===== config.mk =====
export PLATFORM = sky130hd
export DESIGN_NAME = fifo_sync_prog_flat
export DESIGN_NICKNAME = d
export VERILOG_FILES = /design/src/rtl/fifo_sync_prog_if.sv /design/src/rtl/fifo_sync_prog.sv /design/src/flat_wrapper.sv
export SDC_FILE = /design/constraint.sdc
export NUM_CORES = 1
export LEC_CHECK = 0
export BUFFER_PORTS_ARGS = -buffer_cell sky130_fd_sc_hd__clkbuf_2
export CAP_MARGIN = 20
export CORE_MARGIN = 4
export CORE_UTILIZATION = 50
export CTS_BUF_LIST = sky130_fd_sc_hd__clkbuf_4 sky130_fd_sc_hd__clkbuf_8 sky130_fd_sc_hd__clkbuf_16
export DETAILED_ROUTE_END_ITERATION = 10
export HOLD_SLACK_MARGIN = 0.02
export PLACE_DENSITY = 0.67
export SLEW_MARGIN = 0
export SYNTH_ARGS = -nofsm -noshare
export SYNTH_HDL_FRONTEND = slang
export SYNTH_SLANG_ARGS = --single-unit

===== constraint.sdc =====
create_clock -name clk -period 5 [get_ports clk]
set_input_delay 0.5 -clock clk [delete_from_list [all_inputs] [get_ports clk]]
set_output_delay 0.5 -clock clk [all_outputs]
set_load 0.01 [all_outputs]

===== src/rtl/fifo_sync_prog_if.sv =====
`default_nettype none
// ============================================================================
// Module   : fifo_sync_prog_if
// Purpose  : Producer/consumer bundle for fifo_sync_prog (push, pop, status).
// Revision : 1.0 - initial release
// ============================================================================
interface fifo_sync_prog_if #(
    parameter int DATA_WIDTH = 8,
    parameter int ADDR_WIDTH = 4
);
    logic                  wr_en;
    logic [DATA_WIDTH-1:0] data_in;
    logic                  rd_en;
    logic                  clr_err;
    logic [DATA_WIDTH-1:0] data_out;
    logic                  data_valid;
    logic                  full;
    logic                  empty;
    logic                  almost_full;
    logic                  almost_empty;
    logic [ADDR_WIDTH:0]   fill_level;
    logic                  overflow;
    logic                  underflow;

    modport master (
        output wr_en, data_in, rd_en, clr_err,
        input  data_out, data_valid, full, empty, almost_full, almost_empty,
               fill_level, overflow, underflow
    );

    modport slave (
        input  wr_en, data_in, rd_en, clr_err,
        output data_out, data_valid, full, empty, almost_full, almost_empty,
               fill_level, overflow, underflow
    );
endinterface
`default_nettype wire


===== src/rtl/fifo_sync_prog.sv =====
`default_nettype none
// ============================================================================
// Module   : fifo_sync_prog
// Purpose  : Single-clock FIFO with programmable almost flags, fill level,
//            sticky error flags; FIFO_FWFT_EN selects first-word-fall-through.
// Revision : 1.0 - initial release
// ============================================================================
module fifo_sync_prog #(
    parameter int DATA_WIDTH = 8,
    parameter int ADDR_WIDTH = 4,
    parameter int FIFO_DEPTH = (1 << ADDR_WIDTH),
    parameter int AF_THRESH  = FIFO_DEPTH - 2,
    parameter int AE_THRESH  = 2
) (
    input  wire logic       clk,
    input  wire logic       rst,
    fifo_sync_prog_if.slave bus
);
    localparam int              c_cnt_w = ADDR_WIDTH + 1;
    localparam logic [c_cnt_w-1:0] c_depth = c_cnt_w'(FIFO_DEPTH);
    localparam logic [c_cnt_w-1:0] c_af    = c_cnt_w'(AF_THRESH);
    localparam logic [c_cnt_w-1:0] c_ae    = c_cnt_w'(AE_THRESH);

    logic [DATA_WIDTH-1:0] r_mem [FIFO_DEPTH];
    logic [ADDR_WIDTH-1:0] r_wr_ptr;
    logic [ADDR_WIDTH-1:0] r_rd_ptr;
    logic [c_cnt_w-1:0]    r_count;
    logic                  r_overflow;
    logic                  r_underflow;

    logic w_full;
    logic w_empty;
    logic w_wr_acc;
    logic w_rd_acc;

    // Accept decisions use this cycle's registered count only, so a full FIFO
    // never writes through and an empty one never reads through.
    assign w_full   = (r_count == c_depth);
    assign w_empty  = (r_count == '0);
    assign w_wr_acc = bus.wr_en & ~w_full;
    assign w_rd_acc = bus.rd_en & ~w_empty;

    always_ff @(posedge clk or negedge rst) begin
        if (!rst) begin
            r_wr_ptr    <= '0;
            r_rd_ptr    <= '0;
            r_count     <= '0;
            r_overflow  <= 1'b0;
            r_underflow <= 1'b0;
        end else begin
            if (w_wr_acc) r_wr_ptr <= r_wr_ptr + ADDR_WIDTH'(1);
            if (w_rd_acc) r_rd_ptr <= r_rd_ptr + ADDR_WIDTH'(1);
            case ({w_wr_acc, w_rd_acc})
                2'b10:   r_count <= r_count + c_cnt_w'(1);
                2'b01:   r_count <= r_count - c_cnt_w'(1);
                default: r_count <= r_count;
            endcase
            // Setting wins over clearing when both happen in one cycle.
            if (bus.wr_en && w_full)  r_overflow  <= 1'b1;
            else if (bus.clr_err)     r_overflow  <= 1'b0;
            if (bus.rd_en && w_empty) r_underflow <= 1'b1;
            else if (bus.clr_err)     r_underflow <= 1'b0;
        end
    end

    always_ff @(posedge clk) begin
        if (w_wr_acc) r_mem[r_wr_ptr] <= bus.data_in;
    end

`ifdef FIFO_FWFT_EN
    assign bus.data_out   = r_mem[r_rd_ptr];
    assign bus.data_valid = ~w_empty;
`else
    logic [DATA_WIDTH-1:0] r_data_out;
    logic                  r_data_valid;

    always_ff @(posedge clk or negedge rst) begin
        if (!rst) begin
            r_data_out   <= '0;
            r_data_valid <= 1'b0;
        end else begin
            r_data_valid <= w_rd_acc;
            if (w_rd_acc) r_data_out <= r_mem[r_rd_ptr];
        end
    end

    assign bus.data_out   = r_data_out;
    assign bus.data_valid = r_data_valid;
`endif

    assign bus.full         = w_full;
    assign bus.empty        = w_empty;
    assign bus.almost_full  = (r_count >= c_af);
    assign bus.almost_empty = (r_count <= c_ae);
    assign bus.fill_level   = r_count;
    assign bus.overflow     = r_overflow;
    assign bus.underflow    = r_underflow;
endmodule
`default_nettype wire

===== src/flat_wrapper.sv =====
// flat-port wrapper written by rule: the top's interface ports become plain ports
module fifo_sync_prog_flat 
#(
    parameter int DATA_WIDTH = 8,
    parameter int ADDR_WIDTH = 4,
    parameter int FIFO_DEPTH = (1 << ADDR_WIDTH),
    parameter int AF_THRESH  = FIFO_DEPTH - 2,
    parameter int AE_THRESH  = 2
)
  (clk, rst, bus_wr_en, bus_data_in, bus_rd_en, bus_clr_err, bus_data_out, bus_data_valid, bus_full, bus_empty, bus_almost_full, bus_almost_empty, bus_fill_level, bus_overflow, bus_underflow);
  fifo_sync_prog_if #(.DATA_WIDTH(DATA_WIDTH), .ADDR_WIDTH(ADDR_WIDTH)) bus_i ();
  input  wire logic clk;
  input  wire logic rst;
  input wire logic [$bits(bus_i.wr_en)-1:0] bus_wr_en;
  input wire logic [$bits(bus_i.data_in)-1:0] bus_data_in;
  input wire logic [$bits(bus_i.rd_en)-1:0] bus_rd_en;
  input wire logic [$bits(bus_i.clr_err)-1:0] bus_clr_err;
  output wire logic [$bits(bus_i.data_out)-1:0] bus_data_out;
  output wire logic [$bits(bus_i.data_valid)-1:0] bus_data_valid;
  output wire logic [$bits(bus_i.full)-1:0] bus_full;
  output wire logic [$bits(bus_i.empty)-1:0] bus_empty;
  output wire logic [$bits(bus_i.almost_full)-1:0] bus_almost_full;
  output wire logic [$bits(bus_i.almost_empty)-1:0] bus_almost_empty;
  output wire logic [$bits(bus_i.fill_level)-1:0] bus_fill_level;
  output wire logic [$bits(bus_i.overflow)-1:0] bus_overflow;
  output wire logic [$bits(bus_i.underflow)-1:0] bus_underflow;
  assign bus_i.wr_en = bus_wr_en;
  assign bus_i.data_in = bus_data_in;
  assign bus_i.rd_en = bus_rd_en;
  assign bus_i.clr_err = bus_clr_err;
  assign bus_data_out = bus_i.data_out;
  assign bus_data_valid = bus_i.data_valid;
  assign bus_full = bus_i.full;
  assign bus_empty = bus_i.empty;
  assign bus_almost_full = bus_i.almost_full;
  assign bus_almost_empty = bus_i.almost_empty;
  assign bus_fill_level = bus_i.fill_level;
  assign bus_overflow = bus_i.overflow;
  assign bus_underflow = bus_i.underflow;
  fifo_sync_prog #(.DATA_WIDTH(DATA_WIDTH), .ADDR_WIDTH(ADDR_WIDTH), .FIFO_DEPTH(FIFO_DEPTH), .AF_THRESH(AF_THRESH), .AE_THRESH(AE_THRESH)) u_core (.clk(clk), .rst(rst), .bus(bus_i));
endmodule

**Word-level counts from Yosys, hierarchy flattened**

Memories as Yosys holds them, arrays and structs flattened. A register that Yosys moved wholly into a read port is not among the register bits.
Cells that the tools add are included.

- RAM bits: 128
- Logic and storage cells: 33
- Input bits: 13
- Flip-flop bits (word level): 16
- Output and inout port bits: 20
- Memories: 1

- Equality and inequality tests: 3
- $add $sub $neg: 4
- Muxes and demuxes: 6
- Bitwise gates (word level): 4
- Reductions and logical operators: 7
- Order comparisons: 2

Memories:

| memory | depth | bits a word | read ports | clocked after memory_dff | write ports | RTL line | RTL |
|---|---|---|---|---|---|---|---|
| u_core.r_mem | 16 | 8 | 1 | 1 | 1 | fifo_sync_prog.sv:24 | `logic [DATA_WIDTH-1:0] r_mem [FIFO_DEPTH];` |

Operators by type and width:

| operator | number |
|---|---|
| $pmux W5 S2 | 1 |
| $add A4 B1 Y4 const B | 2 |
| $reduce_bool A2 Y1 | 3 |
| $add A5 B1 Y5 const B | 1 |
| $eq A5 B5 Y1 const B | 1 |
| $ge A5 B4 Y1 const B | 1 |
| $le A5 B2 Y1 const B | 1 |
| $logic_not A5 Y1 | 1 |
| $mux W1 | 5 |
| $sub A5 B1 Y5 const B | 1 |
| $and A1 B1 Y1 | 2 |
| $eq A2 B1 Y1 const B | 1 |
| $eq A2 B2 Y1 const B | 1 |
| $logic_and A1 B1 Y1 | 2 |
| $not A1 Y1 | 2 |
| $logic_not A1 Y1 | 1 |

**Longest topological paths before layout**

Gate-level depths: netlist (run 1).

- Depth in word-level cells: 5
- Depth in mapped cells: 12
- Mapped depth without buffers: 10

**Worst setup path before layout (run 1)**

OpenSTA, ideal clock, no wires.

- Path kind: register to register
- From: register u_core.r_count[3], in the netlist u_core.bus.fill_level[3]
- To: register u_core.r_count[4], in the netlist u_core.bus.fill_level[4]
- Stages on the path, launching flop included: 12
- Arrival time: 2,506 ps
- Path slack: 2,358 ps
- Buffers on the path: 1
- Library setup time: 136 ps
- Period minus slack after synthesis: 2,642 ps
- Required time: 4,864 ps
- Cells stage by stage: dfrtp_1 -> or3_4 -> o31ai_4 -> inv_2 -> ha_1 -> clkbuf_1 -> xor2_1 -> ha_1 -> o211a_1 -> o31ai_1 -> a31oi_1 -> xor2_1

- Cells in the longest elaborated chain, start to end: 5
- Elaborated cells between the ends (all ways): 12

RTL lines:

| what | RTL line | RTL |
|---|---|---|
| start, declared | fifo_sync_prog.sv:27 | `logic [c_cnt_w-1:0] r_count;` |
| start signal, assigned | fifo_sync_prog.sv:54 | `2'b10: r_count <= r_count + c_cnt_w'(1);` |
| start signal, assigned | fifo_sync_prog.sv:55 | `2'b01: r_count <= r_count - c_cnt_w'(1);` |
| start signal, assigned | fifo_sync_prog.sv:56 | `default: r_count <= r_count;` |
| $logic_not A5 Y1 * | fifo_sync_prog.sv:39 | `assign w_empty = (r_count == '0);` |
| $not A1 Y1 * | fifo_sync_prog.sv:41 | `assign w_rd_acc = bus.rd_en & ~w_empty;` |
| $and A1 B1 Y1 * | fifo_sync_prog.sv:41 |  |
| named net u_core.w_rd_acc | fifo_sync_prog.sv:34 | `logic w_rd_acc;` |
| $eq A2 B1 Y1 / $eq A2 B2 Y1 (equally long branches) | fifo_sync_prog.sv:53 | `case ({w_wr_acc, w_rd_acc})` |
| $pmux W5 S2 / $reduce_bool A2 Y1 (equally long branches) | -- |  |

Mark *: on every way through the listed nets, which the timed path passes. The rest lies on a longest branch.
A chain may end at the register's enable or synchronous reset.

**Worst setup path after layout (run 1)**

- From: register u_core.r_count[0], in the netlist u_core.bus.fill_level[0]
- To: register u_core.r_count[4], in the netlist u_core.bus.fill_level[4]

Same word-level chain as after synthesis.

==> impl_metrics.tcl, run 1 <==
set metrics [dict create \
    max_cap_violations 0 \
    path_delay_family "compound AO/OA/AOI/OAI gates" \
    routed_via_density 5.55 \
    antenna_found_initial 0 \
    irDropWorstVdd_v 0.000394 \
    power_mw 3.99 \
    dieHeight_um 120 \
    status "completed" \
    fin_skew_ps 8.82 \
    cts_hold_buf 0 \
    die-area_sq_mm 0.0143 \
    report.final.slew_viol_count 0 \
    cp.arrival_ps 3420 \
    fp.dieW_um 120 \
    fin_tns_setup_ps 0 \
    cts_buffers 17 \
    drt-wirelength-per-cell_um 21.0 \
    synth_edf_count 128 \
    root_buffer "clkbuf_16" \
    dpl.hpwl_um 7100 \
    rsz0062_at_grt "no" \
    timing.final.crit_period_ps 3120 \
    p_leak_nw 2.54 \
    ys_ff_latch 152 \
    cts_tree "done" \
    syn_area_sq_mm 0.00622 \
    synth_cell_types 41 \
    postSynthCellCount 329 \
    clock.fmax_ghz 0.321 \
    wl_um 11400 \
    vias 3029 \
    regArea_sq_mm 0.00445 \
    r2r_setup_slack_ps 1880 \
    insertion_delay_ps 420 \
    synthesis.nets 351 \
    multi_input_area_sq_mm 0.00163 \
    first_global_vias 3099 \
    path_class "register to register" \
    path_buf_inv 1 \
    drive_gt1_share_pct 24.1 \
    nNetsFinal 387 \
    dr.first_iter.drc_count 273 \
    slowest_delay_ps 490 \
    power_density_mw_per_mm2 561 \
    critPathSlowestCell "o31ai_4" \
    syn_to_final_growth_pct 14.2 \
    gp_congestion 0.763 \
    core_sq_mm 0.0121 \
    worst_slew_pin_slew_ps 1150 \
    setup_viol 0 \
    clock-sinks 152 \
    path_cells "or3_4 -> o31ai_4 -> inv_2 -> ha_1 -> xor2_1 -> ha_1 -> o211a_1 -> o31ai_1 -> a31oi_1 -> xor2_1" \
    clockBufferDepth 2 \
    grt.overflow.total 0 \
    min_path_type "input pin to async pin" \
    syn_avg_cell_area_sq_um 18.9 \
    drc 0 \
    cts_resized 0 \
    path_max_fanout 11 \
    synth-main-ff-cell "edfxtp_1" \
    fillers 906 \
    async_flop_share_pct 15.8 \
    cp.required_ps 5300 \
    ys.warnings.count 0 \
    insertedDiodeCount 0 \
    maxSlewHeadroom_pct 23.3 \
    start_util_pct 51.4 \
    end_kind "register" \
    hold_viol 0 \
    cp-start-kind "register" \
    io_pins 33 \
    seq_area_frac_synth_pct 71.4 \
    ant_nets 0 \
    htree_levels 4 \
    grt_pass1_wl_um 17500 \
    grt_max_degree 35 \
    firstDrtPassIters 4 \
    cts_setup_buffers 0 \
    port_buffers 32 \
    path_clk_slew_ps 60 \
    fp-row-count 40 \
    track_usage_pct 17.2 \
    min_period_over_period_pct 62.4 \
]
-- cell usage in the layout (no fill, tap or decap), types with 3 or more instances in the layout --
master / instances
edfxtp_1: 128
clkbuf_2: 32
dfrtp_1: 22
nand2_1: 21
mux4_1: 19
clkbuf_16: 17
nor2_1: 16
mux2i_1: 16
mux4_2: 13
ha_1: 9
inv_1: 8
o221ai_1: 8
o21ai_0: 6
xnor2_1: 6
xor2_1: 4
nor3_1: 4
clkbuf_8: 4
nand2b_1: 3
a21oi_1: 3
clkinv_4: 3
buf_4: 3
-- layout make-up --
class,count,share of cell area [%]
inverters,9,0.476
well taps,168,2.96
repair buffers,36,2.85
clock inverters,10,1.32
multi-input cells,149,22.9
clock buffers,22,6.87
flip-flops and latches,152,62.6
-- power by group --
part           internal [mW]  switching [mW]
Clock                  0.742           0.480
Sequential              1.57           0.240
Combinational          0.489           0.464
Total                   2.80            1.18
-- state kept, by name, summed over array words and instances, names as in the netlist --
signal                 cells
u_core.bus.fill_level      5
u_core.bus.underflow       1
u_core.bus.overflow        1
u_core.bus.data_valid      1
u_core.r_mem             128
u_core.r_rd_ptr            4
u_core.r_wr_ptr            4
u_core.bus.data_out        8
-- per-stage QoR --
stage	cells	util [%]	hold slack, ps	cell area, sq um	worst slack, ps
floorplan	329	-	204	6220	2360
global placement	513	53.7	489	6500	2010
detailed placement	513	53.7	481	6500	1920
CTS	545	58.5	95.8	7080	1870
global route	546	58.7	106	7100	1640
finish	546	58.7	88.7	7100	1880
-- routing by layer --
| layer | GRT usage, % | wire (um) |
|---|---|---|
| met1 | 21.6 | 4770 |
| met2 | 26.8 | 5690 |
| met3 | 6.83 | 691 |
| met4 | 7.59 | 287 |
| met5 | 0 | 0 |
-- synth_stat cells (2+ instances only) --
library cell,count,share of area [%]
nor3_1,5,0.40
buf_6,5,0.90
nand2b_1,3,0.30
o21ai_0,6,0.48
xnor2_1,6,0.84
inv_1,8,0.48
mux2i_1,16,2.6
a21oi_1,3,0.24
mux4_2,13,4.7
buf_2,7,0.56
dfrtp_1,24,9.7
o221ai_1,8,1.1
edfxtp_1,128,62
ha_1,9,1.8
xor2_1,4,0.56
nand2_1,21,1.3
clkbuf_1,5,0.30
nor2_1,16,0.97
nand4_1,2,0.20
mux4_1,19,8.0
-- kinds of logic after synthesis --
logic type / share of synthesized area, %
flip-flops: 71.4
AND/OR/NAND/NOR: 4.10
multiplexers: 15.5
buffers and inverters: 2.49
AO/OA/AOI/OAI: 3.30
XOR/XNOR: 1.41
adder cells (fa/ha/maj): 1.81
-- path summary, 6_finish.rpt --
| path | from | end | cells past startpoint |
|---|---|---|---|
| min in group clk | bus_clr_err | u_core.bus.overflow | 2 |
| min reg2reg | u_core.bus.data_out[4] | u_core.bus.data_out[4] | 2 |
| max reg2reg | u_core.bus.fill_level[0] | u_core.bus.fill_level[4] | 10 |
| max | u_core.bus.fill_level[0] | u_core.bus.fill_level[4] | 10 |
| max in group asynchronous | rst | u_core.r_rd_ptr[2] | 1 |
| min | rst | u_core.bus.fill_level[0] | 1 |
(Power assumes the default switching activity.)
==> inputs of run 2 (changes only) <==
- ABC_AREA: default -> 1
- PLACE_DENSITY: 0.67 -> 0.7
- clock period: 5 -> 2.6 ns (I/O delays scaled with it)
==> run 2 against run 1 <==
First-iteration DRC count is 25% higher. Sequential power is 80% higher. Critical path depth is 3 higher. Wire length is 28% higher. Cell area is 8.7% higher. Critical path type unchanged. Highest routed layer unchanged. Die area is 8.0% higher. Largest power group unchanged. Sequential cell count stayed put. Count of clock-buffer cells in the layout is 4 higher. Worst hold slack worse by 51 ps. Synthesized area is 8.6% higher.
==> impl_metrics.tcl, run 2 <==
set metrics [dict create \
    worstHoldStart "bus_clr_err" \
    synth_cell_types 23 \
    hold_viol 0 \
    synth-main-ff-cell "edfxtp_1" \
    synth_edf_count 128 \
    ys.warnings.count 0 \
    async_flop_share_pct 15.8 \
    maxSlewHeadroom_pct 50.9 \
    path_max_fanout 15 \
    timing.final.crit_period_ps 2410 \
    syn_area_sq_mm 0.00676 \
    drt-wirelength-per-cell_um 16.2 \
    clock-sinks 152 \
    synth.most_common_cell "nand2_1" \
    drc 0 \
    power_density_mw_per_mm2 1110 \
    report.final.slew_viol_count 0 \
    final_util_pct 58.3 \
    root_buffer "clkbuf_16" \
    cp-start-kind "register" \
    grt_pass1_wl_um 23600 \
    insertedDiodeCount 0 \
    grt.overflow.total 0 \
    syn_to_final_growth_pct 14.3 \
    path_clk_slew_ps 60 \
    gp_congestion 0.878 \
    r2r_start "u_core.bus.fill_level[2]" \
    worst_slew_pin_slew_ps 734 \
    htree_levels 4 \
    irDropWorstVdd_v 0.000620 \
    clock.fmax_ghz 0.415 \
    final_cell_mix "nand2_1 (224), edfxtp_1 (128), inv_1 (116), nand3_1 (103), clkbuf_2 (32)" \
    fin_tns_setup_ps 0 \
    die-area_sq_mm 0.0154 \
    ys_ff_latch 152 \
    cp.required_ps 2960 \
    synth.top_cells.by_count "nand2_1 (224), edfxtp_1 (128), inv_1 (116)" \
    min_path_type "input pin to register" \
    cp.arrival_ps 2770 \
    end_kind "register" \
    nNetsFinal 738 \
    syn_avg_cell_area_sq_um 9.99 \
    insertion_delay_ps 430 \
    hold-worst-slack_ps 37.6 \
    fillers 1118 \
    routed_via_density 5.04 \
    core_sq_mm 0.0132 \
    seq_area_frac_synth_pct 65.8 \
    dieHeight_um 124 \
    reg2reg_depth 13 \
    start_util_pct 51.0 \
    postSynthCellCount 676 \
    synth_top_area_share_pct 56.9 \
    wl_um 14700 \
    clockBufferDepth 2 \
    ys_top_cells_by_area "edfxtp_1 (57%), nand2_1 (12%), dfrtp_1 (8.9%)" \
    p_leak_nw 3.53 \
    status "completed" \
    max_cap_violations 0 \
    synth_top_area_cell "edfxtp_1" \
    dpl.hpwl_um 9420 \
    top_register "u_core.r_mem" \
    ant_nets 0 \
    drive_gt1_share_pct 11.4 \
    fin_skew_ps 6.32 \
    whs_path_depth 2 \
    antenna_found_initial 0 \
    cts_tree "done" \
    dr.first_iter.drc_count 341 \
    final_common_cell "nand2_1" \
    vias 4561 \
    rsz0062_at_grt "no" \
    first_global_vias 4597 \
    synthesis.nets 698 \
    track_usage_pct 19.8 \
    io_pins 33 \
    setup_viol 0 \
    port_buffers 32 \
    path_class "register to register" \
    fp.dieW_um 124 \
    fp-row-count 42 \
    min_period_over_period_pct 92.7 \
    grt_max_degree 67 \
    largest_reg_flops 128 \
    firstDrtPassIters 5 \
    critPathLaunch "u_core.bus.fill_level[2]" \
    cts_buffers 17 \
]
## run 2: worst paths after layout
kind | slack [ps] | endpoint
setup / recovery | 190 | u_core.bus.fill_level[4]
hold / removal | 40 | u_core.bus.overflow
setup reg to reg | 190 | u_core.bus.fill_level[4]
hold reg to reg | 480 | u_core.bus.data_out[1]
max in group asynchronous | 1780 | u_core.r_rd_ptr[0]
min in group asynchronous | 380 | u_core.bus.fill_level[1]
## run 2: per-stage QoR
| stage | instance area, sq um | setup WS [ps] | cells | power (mW) |
|---|---|---|---|---|
| finish | 7720 | 190 | 905 | 8.59 |
| CTS | 7720 | 148 | 905 | 8.61 |
| global route | 7720 | 16.2 | 905 | 9.12 |
| detailed placement | 7100 | 182 | 872 | 6.13 |
| global placement | 7100 | 266 | 872 | 6.06 |
| floorplan | 6760 | 363 | 676 | 5.28 |
## run 2: cells by family after synthesis
family,after synthesis,share of synthesized area (%)
AND/OR/NAND/NOR,349,21.4
AO/OA/AOI/OAI,10,0.815
XOR/XNOR,10,1.30
buffers and inverters,146,9.00
adder cells (fa/ha/maj),9,1.67
flip-flops,152,65.8
## run 2: cell type report
type	instances	area [sq um]	share of cell area (%)
Inverter	120	450	5.83
Sequential cell	152	4450	57.6
Multi-Input combinational cell	378	1710	22.1
Clock inverter	6	57.6	0.745
Clock buffer	26	552	7.15
Timing Repair Buffer	47	288	3.73
Tap cell	176	220	2.85
## run 2: repair_timing
item / in CTS / in global routing
buffers inserted: 0 / 0
setup endpoints to repair: 0 / 2
endpoints found under the hold margin: 24 / 0
hold buffers: 1 / 0
gates resized for setup: 0 / 1
## run 2: routing by layer
layer  vias to the layer above  wire length [um]  global-route usage (%)
met5                         -                 0                       0
met4                         0               300                    7.80
met3                        25               821                    4.30
met2                       129              7200                    33.3
met1                      2173              6370                    25.1
li1                       2234                 -                       -
## run 2: critical path, stage by stage (launching register included)
cell	delay, ps
dfrtp_1	440
nor2_2	190
nand3_1	160
nand2_4	160
inv_2	130
ha_1	310
ha_1	350
inv_1	70
o21bai_1	150
inv_1	60
nand2_1	80
xor2_1	140
nand2_1	70
nand2_1	50
## run 2: power by group
group	leakage, nW	internal, mW	total (mW)	switching (mW)
logic	1.77	0.891	2.85	1.96
registers	1.45	3.04	3.25	0.217
clock network	0.311	1.56	2.49	0.927
total	3.53	5.49	8.59	3.10
